===== config.mk =====
export PLATFORM = sky130hd
export DESIGN_NAME = kmeans_ctrl_k2_d2
export DESIGN_NICKNAME = d
export VERILOG_FILES = /design/src/rtl/kmeans_ctrl_k2_d2.sv
export SDC_FILE = /design/constraint.sdc
export NUM_CORES = 1
export LEC_CHECK = 0
export ABC_AREA = 1
export CORE_UTILIZATION = 50
export CTS_BUF_LIST = sky130_fd_sc_hd__clkbuf_4 sky130_fd_sc_hd__clkbuf_8 sky130_fd_sc_hd__clkbuf_16
export DETAILED_ROUTE_END_ITERATION = 8
export MAX_ROUTING_LAYER = met4
export PLACE_DENSITY = 0.77
export SETUP_SLACK_MARGIN = 0.1
export SKIP_CTS_REPAIR_TIMING = 1
export SYNTH_ARGS = -nofsm -noshare
export SYNTH_HDL_FRONTEND = slang
export SYNTH_SLANG_ARGS = --single-unit

===== constraint.sdc =====
create_clock -name clk -period 11.9 [get_ports clk]
set_input_delay 1.785 -clock clk [delete_from_list [all_inputs] [get_ports clk]]
set_output_delay 1.785 -clock clk [all_outputs]
set_load 0.05 [all_outputs]

===== src/rtl/kmeans_ctrl_k2_d2.sv =====
// Controller for a 2-cluster, 2-dimension k-means engine: streams points through an external
// distance pipeline, accumulates per-cluster sums and recomputes centroids. Option: KMEANS_CTRL_CONVERGE_EN.
module kmeans_ctrl_k2_d2 #(
    parameter int unsigned input_data_width = 16,
    parameter int unsigned addr_width       = 10
) (
    input  logic                        clk,
    input  logic                        rst,
    input  logic                        start,
    input  logic [addr_width:0]         num_points,
    input  logic [7:0]                  max_iter,
    input  logic [input_data_width-1:0] init_c0_d0,
    input  logic [input_data_width-1:0] init_c0_d1,
    input  logic [input_data_width-1:0] init_c1_d0,
    input  logic [input_data_width-1:0] init_c1_d1,
    output logic                        mem_rd_en,
    output logic [addr_width-1:0]       mem_rd_addr,
    input  logic [input_data_width-1:0] mem_rd_data0,
    input  logic [input_data_width-1:0] mem_rd_data1,
    output logic [input_data_width-1:0] dp_centroid0_d0,
    output logic [input_data_width-1:0] dp_centroid0_d1,
    output logic [input_data_width-1:0] dp_centroid1_d0,
    output logic [input_data_width-1:0] dp_centroid1_d1,
    output logic [input_data_width-1:0] dp_input_data0,
    output logic [input_data_width-1:0] dp_input_data1,
    input  logic [input_data_width-1:0] dp_output_data0,
    input  logic [input_data_width-1:0] dp_output_data1,
    input  logic                        dp_selected_centroid,
    output logic                        busy,
    output logic                        done,
    output logic [7:0]                  iterations,
    output logic [input_data_width-1:0] c0_d0,
    output logic [input_data_width-1:0] c0_d1,
    output logic [input_data_width-1:0] c1_d0,
    output logic [input_data_width-1:0] c1_d1
);

    localparam int unsigned W    = input_data_width;
    localparam int unsigned AW   = addr_width;
    localparam int unsigned CW   = addr_width + 1;
    localparam int unsigned SW   = input_data_width + addr_width + 1;
    localparam int unsigned CNTW = $clog2(SW + 1);

    typedef enum logic [2:0] {
        IDLE   = 3'd0,
        STREAM = 3'd1,
        DRAIN  = 3'd2,
        DIVIDE = 3'd3,
        UPDATE = 3'd4,
        FINISH = 3'd5
    } state_t;

    state_t                state_q, state_d;
    logic                  busy_q, busy_d;
    logic                  done_q, done_d;
    logic                  mem_rd_en_q, mem_rd_en_d;
    logic [AW-1:0]         mem_rd_addr_q, mem_rd_addr_d;
    logic [7:0]            iter_q, iter_d;
    logic [7:0]            max_iter_q, max_iter_d;
    logic [CW-1:0]         npts_q, npts_d;
    // Index order everywhere: 0=c0d0, 1=c0d1, 2=c1d0, 3=c1d1
    logic [3:0][W-1:0]     cent_q, cent_d;
    logic [3:0][W-1:0]     new_q, new_d;
    logic [3:0][SW-1:0]    sum_q, sum_d;
    logic [1:0][CW-1:0]    cnt_q, cnt_d;
    logic [4:0]            vld_q, vld_d;
    logic [1:0]            div_idx_q, div_idx_d;
    logic [CNTW-1:0]       div_cnt_q, div_cnt_d;
    logic [CW-1:0]         div_rem_q, div_rem_d;
    logic [SW-1:0]         div_dvd_q, div_dvd_d;

    logic [CW-1:0]         divisor;
    logic [CW:0]           rem_sh;
    logic [CW:0]           rem_sub;
    logic                  div_ge;
    logic [CW-1:0]         rem_nxt;
    logic [SW-1:0]         dvd_nxt;
    logic [7:0]            iter_inc;
    logic                  last_pass;

    always_ff @(posedge clk or posedge rst) begin
        if (rst) begin
            state_q       <= IDLE;
            busy_q        <= 1'b0;
            done_q        <= 1'b0;
            mem_rd_en_q   <= 1'b0;
            mem_rd_addr_q <= '0;
            iter_q        <= '0;
            max_iter_q    <= '0;
            npts_q        <= '0;
            cent_q        <= '0;
            new_q         <= '0;
            sum_q         <= '0;
            cnt_q         <= '0;
            vld_q         <= '0;
            div_idx_q     <= '0;
            div_cnt_q     <= '0;
            div_rem_q     <= '0;
            div_dvd_q     <= '0;
        end else begin
            state_q       <= state_d;
            busy_q        <= busy_d;
            done_q        <= done_d;
            mem_rd_en_q   <= mem_rd_en_d;
            mem_rd_addr_q <= mem_rd_addr_d;
            iter_q        <= iter_d;
            max_iter_q    <= max_iter_d;
            npts_q        <= npts_d;
            cent_q        <= cent_d;
            new_q         <= new_d;
            sum_q         <= sum_d;
            cnt_q         <= cnt_d;
            vld_q         <= vld_d;
            div_idx_q     <= div_idx_d;
            div_cnt_q     <= div_cnt_d;
            div_rem_q     <= div_rem_d;
            div_dvd_q     <= div_dvd_d;
        end
    end

    always_comb begin
        state_d       = state_q;
        mem_rd_en_d   = 1'b0;
        mem_rd_addr_d = mem_rd_addr_q;
        iter_d        = iter_q;
        max_iter_d    = max_iter_q;
        npts_d        = npts_q;
        cent_d        = cent_q;
        new_d         = new_q;
        sum_d         = sum_q;
        cnt_d         = cnt_q;
        div_idx_d     = div_idx_q;
        div_cnt_d     = div_cnt_q;
        div_rem_d     = div_rem_q;
        div_dvd_d     = div_dvd_q;
        vld_d         = {vld_q[3:0], mem_rd_en_q};

        // One restoring-division step: shift in the next dividend bit, subtract if it fits
        divisor  = cnt_q[div_idx_q[1]];
        rem_sh   = {div_rem_q, div_dvd_q[SW-1]};
        div_ge   = (rem_sh >= {1'b0, divisor});
        rem_sub  = rem_sh - {1'b0, divisor};
        rem_nxt  = div_ge ? rem_sub[CW-1:0] : rem_sh[CW-1:0];
        dvd_nxt  = {div_dvd_q[SW-2:0], div_ge};
        iter_inc = iter_q + 8'd1;

`ifdef KMEANS_CTRL_CONVERGE_EN
        last_pass = (iter_inc == max_iter_q) || (new_q == cent_q);
`else
        last_pass = (iter_inc == max_iter_q);
`endif

        // The last valid-stage bit lines up with the pipeline result for that point
        if (vld_q[4]) begin
            if (dp_selected_centroid) begin
                sum_d[2] = sum_q[2] + SW'(dp_output_data0);
                sum_d[3] = sum_q[3] + SW'(dp_output_data1);
                cnt_d[1] = cnt_q[1] + CW'(1);
            end else begin
                sum_d[0] = sum_q[0] + SW'(dp_output_data0);
                sum_d[1] = sum_q[1] + SW'(dp_output_data1);
                cnt_d[0] = cnt_q[0] + CW'(1);
            end
        end

        unique case (state_q)
            IDLE: begin
                if (start) begin
                    npts_d     = num_points;
                    max_iter_d = max_iter;
                    cent_d     = {init_c1_d1, init_c1_d0, init_c0_d1, init_c0_d0};
                    iter_d     = '0;
                    sum_d      = '0;
                    cnt_d      = '0;
                    if ((num_points == '0) || (max_iter == '0)) begin
                        state_d = FINISH;
                    end else begin
                        state_d       = STREAM;
                        mem_rd_en_d   = 1'b1;
                        mem_rd_addr_d = '0;
                    end
                end
            end
            STREAM: begin
                if ({1'b0, mem_rd_addr_q} == (npts_q - CW'(1))) begin
                    state_d = DRAIN;
                end else begin
                    mem_rd_en_d   = 1'b1;
                    mem_rd_addr_d = mem_rd_addr_q + AW'(1);
                end
            end
            DRAIN: begin
                if (vld_q == '0) begin
                    state_d   = DIVIDE;
                    div_idx_d = '0;
                    div_cnt_d = '0;
                end
            end
            DIVIDE: begin
                // div_cnt_q == 0 means the next operand pair has not been loaded yet
                if (div_cnt_q == '0) begin
                    if (divisor == '0) begin
                        new_d[div_idx_q] = cent_q[div_idx_q];
                        if (div_idx_q == 2'd3) state_d = UPDATE;
                        else                   div_idx_d = div_idx_q + 2'd1;
                    end else begin
                        div_dvd_d = sum_q[div_idx_q];
                        div_rem_d = '0;
                        div_cnt_d = CNTW'(SW);
                    end
                end else begin
                    div_dvd_d = dvd_nxt;
                    div_rem_d = rem_nxt;
                    div_cnt_d = div_cnt_q - CNTW'(1);
                    if (div_cnt_q == CNTW'(1)) begin
                        new_d[div_idx_q] = W'(dvd_nxt);
                        if (div_idx_q == 2'd3) state_d = UPDATE;
                        else                   div_idx_d = div_idx_q + 2'd1;
                    end
                end
            end
            UPDATE: begin
                cent_d = new_q;
                iter_d = iter_inc;
                sum_d  = '0;
                cnt_d  = '0;
                if (last_pass) begin
                    state_d = FINISH;
                end else begin
                    state_d       = STREAM;
                    mem_rd_en_d   = 1'b1;
                    mem_rd_addr_d = '0;
                end
            end
            FINISH: begin
                state_d = IDLE;
            end
            default: begin
                state_d = IDLE;
            end
        endcase

        busy_d = (state_d != IDLE);
        done_d = (state_d == FINISH);
    end

    assign mem_rd_en       = mem_rd_en_q;
    assign mem_rd_addr     = mem_rd_addr_q;
    assign dp_input_data0  = mem_rd_data0;
    assign dp_input_data1  = mem_rd_data1;
    assign dp_centroid0_d0 = cent_q[0];
    assign dp_centroid0_d1 = cent_q[1];
    assign dp_centroid1_d0 = cent_q[2];
    assign dp_centroid1_d1 = cent_q[3];
    assign busy            = busy_q;
    assign done            = done_q;
    assign iterations      = iter_q;
    assign c0_d0           = cent_q[0];
    assign c0_d1           = cent_q[1];
    assign c1_d0           = cent_q[2];
    assign c1_d1           = cent_q[3];

endmodule


# == After elaboration in Yosys (flattened, before gate mapping) ==
# Index checks and enable logic that the tools add are counted.
# classes
n_lt_le_gt_ge,4
n_mux,62
reduce_logical,20
eq_ne,19
n_addsub,12
# op_table
op,count
64-bit 2-to-1 mux,4
108-bit 2-to-1 mux,2
108-bit one-hot mux with 2 select lines,1
64-bit bitwise mux,2
64-bit one-hot mux with 2 select lines,1
27-bit by 16-bit adder with 27-bit output,4
54-bit 2-to-1 mux,2
27-bit 2-to-1 mux,3
11-bit 2-to-1 mux,7
27-bit binary-select mux with 2-bit select,1
22-bit 2-to-1 mux,2
22-bit one-hot mux with 2 select lines,1
10-bit 2-to-1 mux,4
16-bit binary-select mux with 2-bit select,1
16-bit demux with 2-bit select,1
16-bit 2-to-1 mux,2
10-bit one-hot mux with 3 select lines,1
3-bit 2-to-1 mux,9
11-bit by 1-bit adder with 11-bit output (second input constant),2
11-bit logical NOT,2
8-bit one-hot mux with 2 select lines,1
5-bit 2-to-1 mux,3
3-bit one-hot mux with 5 select lines,1
12-bit by 11-bit greater-or-equal comparator with 1-bit output,1
other kinds (36),59
# word_totals
input_bits,151
out_inout_bits,181
reg_bits,351

# == Depth between registers and ports, before layout ==
# Gate-level depths: netlist of the first run.
# depth
depth_word,7
depth_mapped,15
ltp_nobuf,14

# == Least setup slack after synthesis of the first run ==
# OpenSTA, ideal clock, no wires.
# synth_path
path_kind,input to output
start,in mem_rd_data0[0]
end,out dp_input_data0[0]
slack_ns,8.160
t_arrival_ns,1.955
stages,1
cell_sequence,buf_4
# synth_lines
item,line_no,source
from (decl),18,"input logic [input_data_width-1:0] mem_rd_data0,"
to (decl),24,"output logic [input_data_width-1:0] dp_input_data0,"
# No word-level cell between the ends.

==> out/qor.yml, run 1 <==
route:
  wl_per_cell_um: 18.8
  vias: 21400
  firstDrtPassIters: 5
  routed_wl_mm: 70.0
  drt_iter0_drc: 2279
  via_per_inst: 5.75
  drc: 0
  ant_nets: 0
pwr:
  p_sw_mw: 3.74
  p_leak_nw: 12.1
  ir_drop_mv: 0.181
  p_comb_share_pct: 54.8
  pwr_density_cell_nw_per_um2: 289
  intPower_mw: 3.81
  p_seq_share_pct: 28.4
  switching_share_pct: 49.5
  clkPwrFrac_pct: 16.8
logic_synthesis:
  synthCells: 2992
  ys_ff_latch: 351
  synth.avg_cell_area_um2: 7.53
  yosysSeqAreaShare_pct: 39.0
  netlist_area_um2: 22500
  synth_edf_count: 0
  syn_nets: 3234
  ys_warn_count: 0
  synth_flop_cell: "dfrtp_1"
  ys_types: 50
  async_flop_share_pct: 100
timing:
  skew_ns: 0.0243
  hold_ws_ns: 0.381
  rsz0062_at_grt: "false"
  period_share_pct: 38.9
  setup-violations-final: 0
  setup_tns_ns: 0
  slew_viol_final: 0
  max_freq_mhz: 216
  hold_violations: 0
  setup_ws_ns: 7.28
  fin_crit_ns: 4.62
  worst_pin_slew_ns: 1.17
  relSlewSlack_pct: 22.3
die:
  dieWidth_um: 214
  dieArea_um2: 45900
  die_y_um: 214
  initial_core_util_pct: 50.8
  fp-row-count: 77
  io_pins: 332
  core_area_um2: 44300
clock_tree:
  clk_latency_ns: 0.59
  cts_buffers: 40
  cts_max_level: 2
  clk_pin_slew_ns: 0.05
  tritoncts: "done"
  clock_path_buffers: 3
  clockRootBuffer: "clkbuf_16"
  cts_sinks: 351
cells_and_area:
  final_common_cell: "nand2_1"
  multiInputGateArea_um2: 11400
  nFillCells: 4026
  utilization_pct: 59.0
  diodes: 0
  final_cell_mix: "nand2_1, dfrtp_1, nor2_1, o21ai_0, inv_1"
  synthToLayoutAreaGrowth_pct: 16.1
  ff_latch_area_um2: 8790
  drive_gt1_share_pct: 6.04
  final_nets: 3340
placement:
  hpwl_mm: 49.8
  dp_slack_ns: 6.74
  gp_congestion: 0.924
  portBuffers: 267
setup_path:
  rr_endpoint: "div_rem_q[8]"
  ff2ff_setup_slack_ns: 8.04
  path_max_fanout: 105
  worst_setup_path_end_kind: "flop"
  reg2reg_depth: 14
  arrival_ns: 5.13
  worstSetupPathType: "in2reg"
  crit-reg2reg-launch: "div_idx_q[1]"
  cp.required_ns: 12.41
  start_kind: "input pin"
run_status:
  status: "finished, final reports clean"
hold_path:
  hp-start: "vld_q[1]"
  min_path_type: "reg2reg"
  hold_end: "vld_q[2]"
  min_path_cells: 0
global_routing:
  antenna_found_initial: 0
  grt_max_degree: 168
  grtUsageTotal_pct: 31.1
  grt_pass1_vias: 20600
  grt_first_pass_wirelength_mm: 112
  grt_overflow_total: 0
flow_run:
  drv_cap: 0
routing by layer:
layer | track usage (%) | vias to the layer above | wire length (um) | part of all wire [%]
li1 | - | 10100 | - | -
met1 | 41.2 | 10200 | 30000 | 43
met2 | 49.2 | 838 | 33000 | 47
met3 | 3.09 | 168 | 4330 | 6.2
met4 | 12.3 | 0 | 2740 | 3.9
met5 | - | - | 0 | 0
per-stage QoR:
stage	power [mW]	instances	area, um2
3_5_place_dp	6.23	3648	24800
5_1_grt	8.03	3719	26200
4_1_cts	7.53	3719	26200
6_report	7.56	3719	26200
3_3_place_gp	6.15	3648	24800
2_1_floorplan	5.10	2992	22500
power groups by stage:
stage	logic [mW]	registers [mW]	clock network [mW]
after CTS	4.11	2.13	1.28
final	4.14	2.15	1.27
after detailed placement	4.09	2.14	0
after global routing	4.51	2.20	1.33
after floorplan	2.73	2.37	0
after global placement	4.02	2.13	0
critical path: stages:
cell and delay (ns):
clkdlybuf4s50_1 0.43, nand2_1 0.44, inv_2 0.11, nor2_4 0.78, buf_4 1.02, o21ai_0 0.21
o21bai_1 0.21, inv_1 0.08
how the worst max path moves through the flow:
stage / startpoint / endpoint / slack, ns / cells after the start
after floorplan: rst / busy / 0.38 / 1
after global placement: start / sum_q[86] / 6.84 / 8
after detailed placement: start / sum_q[89] / 6.74 / 8
after CTS: start / sum_q[89] / 7.31 / 8
after global routing: start / sum_q[89] / 6.98 / 8
final: start / sum_q[89] / 7.28 / 8
synthesized netlist by cell type (5+ instances only):
master    number  area, um2
a211oi_1      10       75.1
a21boi_0       6       45.0
a21o_1        18        135
a21oi_1      179        896
a221oi_1      16        140
a31oi_1       19        119
buf_1          6       22.5
buf_2         16       80.1
buf_4         97        728
buf_6         13        146
clkbuf_1      88        330
dfrtp_1      351       8780
fa_1           5        100
ha_1          86       1080
inv_1        288       1080
mux2i_1       15        150
nand2_1      602       2260
nand2_2       15       93.8
nand3_1      165        826
nand4_1       39        244
nor2_1       351       1320
nor3_1        33        165
nor4_1        12       75.1
o211ai_1      17        128
o21a_1         5       37.5
o21ai_0      299       1500
o21ai_1       36        180
o21ai_2       29        254
o21bai_1      25        188
o221a_2       33        372
o22ai_1       17        106
or2_2          7       43.8
xnor2_1       23        201
xor2_1        43        377
layout make-up:
cell class / count / share of cell area [%]
multi-input combinational: 2129 / 43.4
sequential: 351 / 33.6
timing repair buffer: 284 / 10.8
clock buffer: 57 / 4.51
inverter: 292 / 4.22
tap: 592 / 2.83
clock inverter: 14 / 0.679
sequential cells by signal (all words and copies together) (netlist names), 2 cells and up:
signal	flops
vld_q	5
div_dvd_q	27
c1_d1	16
c1_d0	16
iterations	8
c0_d1	16
sum_q	108
mem_rd_addr	10
div_idx_q	2
cnt_q	22
state_q	3
npts_q	11
c0_d0	16
div_cnt_q	5
max_iter_q	8
new_q	64
div_rem_q	11
logic make-up (layout without fill, tap and decap cells):
logic type / count (synthesis) / count (layout) / share of synthesized area, %
AND/OR/NAND/NOR: 1240 / 1240 / 22.9
flip-flops: 351 / 351 / 39.0
AO/OA/AOI/OAI: 716 / 716 / 18.8
XOR/XNOR: 67 / 67 / 2.67
multiplexers: 15 / 15 / 0.667
adder cells (fa/ha/maj): 91 / 91 / 5.22
buffers and inverters: 512 / 647 / 10.7
Note: power is estimated with default switching activity, not from simulation.
==> run 2, diff against run 1 <==
--- a/config.mk
+++ b/config.mk
@@ -10,7 +10,7 @@
 export CTS_BUF_LIST = sky130_fd_sc_hd__clkbuf_4 sky130_fd_sc_hd__clkbuf_8 sky130_fd_sc_hd__clkbuf_16
 export DETAILED_ROUTE_END_ITERATION = 8
 export MAX_ROUTING_LAYER = met4
-export PLACE_DENSITY = 0.77
+export PLACE_DENSITY = 0.74
 export SETUP_SLACK_MARGIN = 0.1
 export SKIP_CTS_REPAIR_TIMING = 1
 export SYNTH_ARGS = -nofsm -noshare
==> constraint.sdc (replaced) <==
create_clock -name clk -period 4.4 [get_ports clk]
set_input_delay 0.66 -clock clk [delete_from_list [all_inputs] [get_ports clk]]
set_output_delay 0.66 -clock clk [all_outputs]
set_load 0.05 [all_outputs]
==> out/qor.yml, run 2 (synthesis gave the netlist of run 1 again) <==
run_status:
  status: "finished, final reports clean"
setup_path:
  path_cells: "nand2_1, o21ai_0, ha_1, inv_1, fa_1, nand3_1, nand2_1, nand3_1, nand3_1, inv_1, a21oi_1, o21ai_0, o21ai_0"
  crit_buf_inv: 2  # -2
  worstSetupPathType: "reg2reg"
  path_delay_family: "simple AND/OR/NAND/NOR gates"
  crit_path_top_delay_cell: "dfrtp_2"
  slowest_delay_ns: 0.77  # -0.25 ns
  worst_setup_path_end_kind: "flop"
  cp.required_ns: 4.84  # -7.57 ns
  arrival_ns: 3.69  # -1.44 ns
  path_max_fanout: 39  # -63%
  start_kind: "flop"
pwr:
  ir_drop_mv: 0.520  # +190%
  pwr_density_cell_nw_per_um2: 785  # +170%
  p_leak_nw: 12.2  # +0.91%
placement:
  portBuffers: 267  # unchanged
  hpwl_mm: 51.3  # +2.9%
  dp_slack_ns: 0.963  # -5.77 ns
  gp_congestion: 0.973  # +5.3%
  placed_area_um2: 24900  # +0.44%
clock_tree:
  clk_pin_slew_ns: 0.06  # about the same
  clock_path_buffers: 3  # unchanged
  tritoncts: "done"
  cts_sinks: 351  # unchanged
  clk_latency_ns: 0.59  # about the same
  cts_buffers: 42  # +5.0%
  cts_max_level: 2  # unchanged
  clockRootBuffer: "clkbuf_16"
die:
  dieWidth_um: 214  # unchanged
  die_y_um: 214  # unchanged
  dieArea_um2: 45900  # unchanged
  fp-row-count: 77  # unchanged
  core_area_um2: 44300  # unchanged
  initial_core_util_pct: 50.8  # unchanged
  io_pins: 332  # unchanged
cells_and_area:
  top_register: "sum_q"
  final_common_cell: "nand2_1"
  drive_gt1_share_pct: 6.43  # +0.39 points
  final_nets: 3352  # +0.36%
  utilization_pct: 59.5  # +0.49 points
  synthToLayoutAreaGrowth_pct: 17.1
  reg_top3: "sum_q (108), new_q (64), div_dvd_q (27)"
  largest_reg_flops: 108  # unchanged
  final_cell_mix: "nand2_1, dfrtp_1, nor2_1, o21ai_0, inv_1"
  stdcell_area_um2: 26400  # +0.83%
timing:
  setup-violations-final: 0  # unchanged
  hold_violations: 0  # unchanged
  worst_pin_slew_ns: 1.14  # -0.0228 ns
  skew_ns: 0.0202  # -0.00402 ns
  max_freq_mhz: 307
  period_share_pct: 74.0
  hold_ws_ns: 0.374  # -0.00694 ns
  relSlewSlack_pct: 23.8  # +1.5 points
  rsz0062_at_grt: "false"
  slew_viol_final: 0  # unchanged
  fin_crit_ns: 3.25
  setup_ws_ns: 1.15  # -6.13 ns
global_routing:
  grt_pass1_vias: 20400  # -0.95%
  grtUsageTotal_pct: 31.5  # +0.39 points
  antenna_found_initial: 0  # unchanged
  grt_overflow_total: 0  # unchanged
  grt_first_pass_wirelength_mm: 113  # +0.89%
  grt_max_degree: 121  # -28%
route:
  drt_iter0_drc: 2146  # -5.8%
  wl_per_cell_um: 18.9  # +0.40%
  drc: 0  # unchanged
  firstDrtPassIters: 6  # +1
  ant_nets: 0  # unchanged
  via_per_inst: 5.76  # +0.26%
  vias: 21500  # +0.66%
  routed_wl_mm: 70.6  # +0.80%
flow_run:
  drv_cap: 0  # unchanged
hold_path:
  min_path_type: "reg2reg"
[run 2: cell count changes in the layout (fill, tap and decap cells not counted), sizes merged]
cell / before / now
clkbuf: 57 / 62
diode: 0 / 2
bufinv: 2 / 4
clkinv: 11 / 7
buf: 17 / 27
[run 2: final timing paths]
path	start	to	slack, ns	depth (start not counted)
hold reg to reg	vld_q[2]	vld_q[3]	0.37	0
setup reg to reg	div_idx_q[1]	div_rem_q[6]	1.15	13
hold / removal	vld_q[2]	vld_q[3]	0.37	0
max in group asynchronous	rst	mem_rd_addr[6]	2.75	3
min in group asynchronous	rst	c0_d0[13]	0.54	2
setup / recovery	div_idx_q[1]	div_rem_q[6]	1.15	13
[run 2: power breakdown]
group / total, mW / switching [mW] / internal (mW)
clock network: 3.67 / 1.45 / 2.22
registers: 6.02 / 1.53 / 4.49
logic: 11.0 / 7.17 / 3.84
total: 20.7 / 10.2 / 10.5
[run 2: per-stage QoR]
| step | instances | TNS [ns] | power, mW |
|---|---|---|---|
| 3_3_place_gp | 3658 | 0 | 16.7 |
| 4_1_cts | 3732 | 0 | 20.6 |
| 2_1_floorplan | 2992 | -337.10 | 13.8 |
| 5_1_grt | 3732 | 0 | 22.0 |
| 3_5_place_dp | 3658 | 0 | 16.9 |
| 6_report | 3734 | 0 | 20.7 |
[run 2: area by class of cell]
class	instances	area, um2
Timing Repair Buffer	294	2930
Sequential cell	351	8790
Antenna cell	2	5.00
Clock inverter	12	208
Fill cell	4004	17900
Tap cell	592	741
Clock buffer	62	1250
Inverter	292	1100
Multi-Input combinational cell	2129	11400
[run 2: metal layers]
metal,up-vias,track usage [%],part of all wire (%)
met2,846,48.0,46
met3,144,3.69,6.9
met5,-,-,0
li1,10100,-,-
met1,10400,43.1,44
met4,0,11.8,3.4
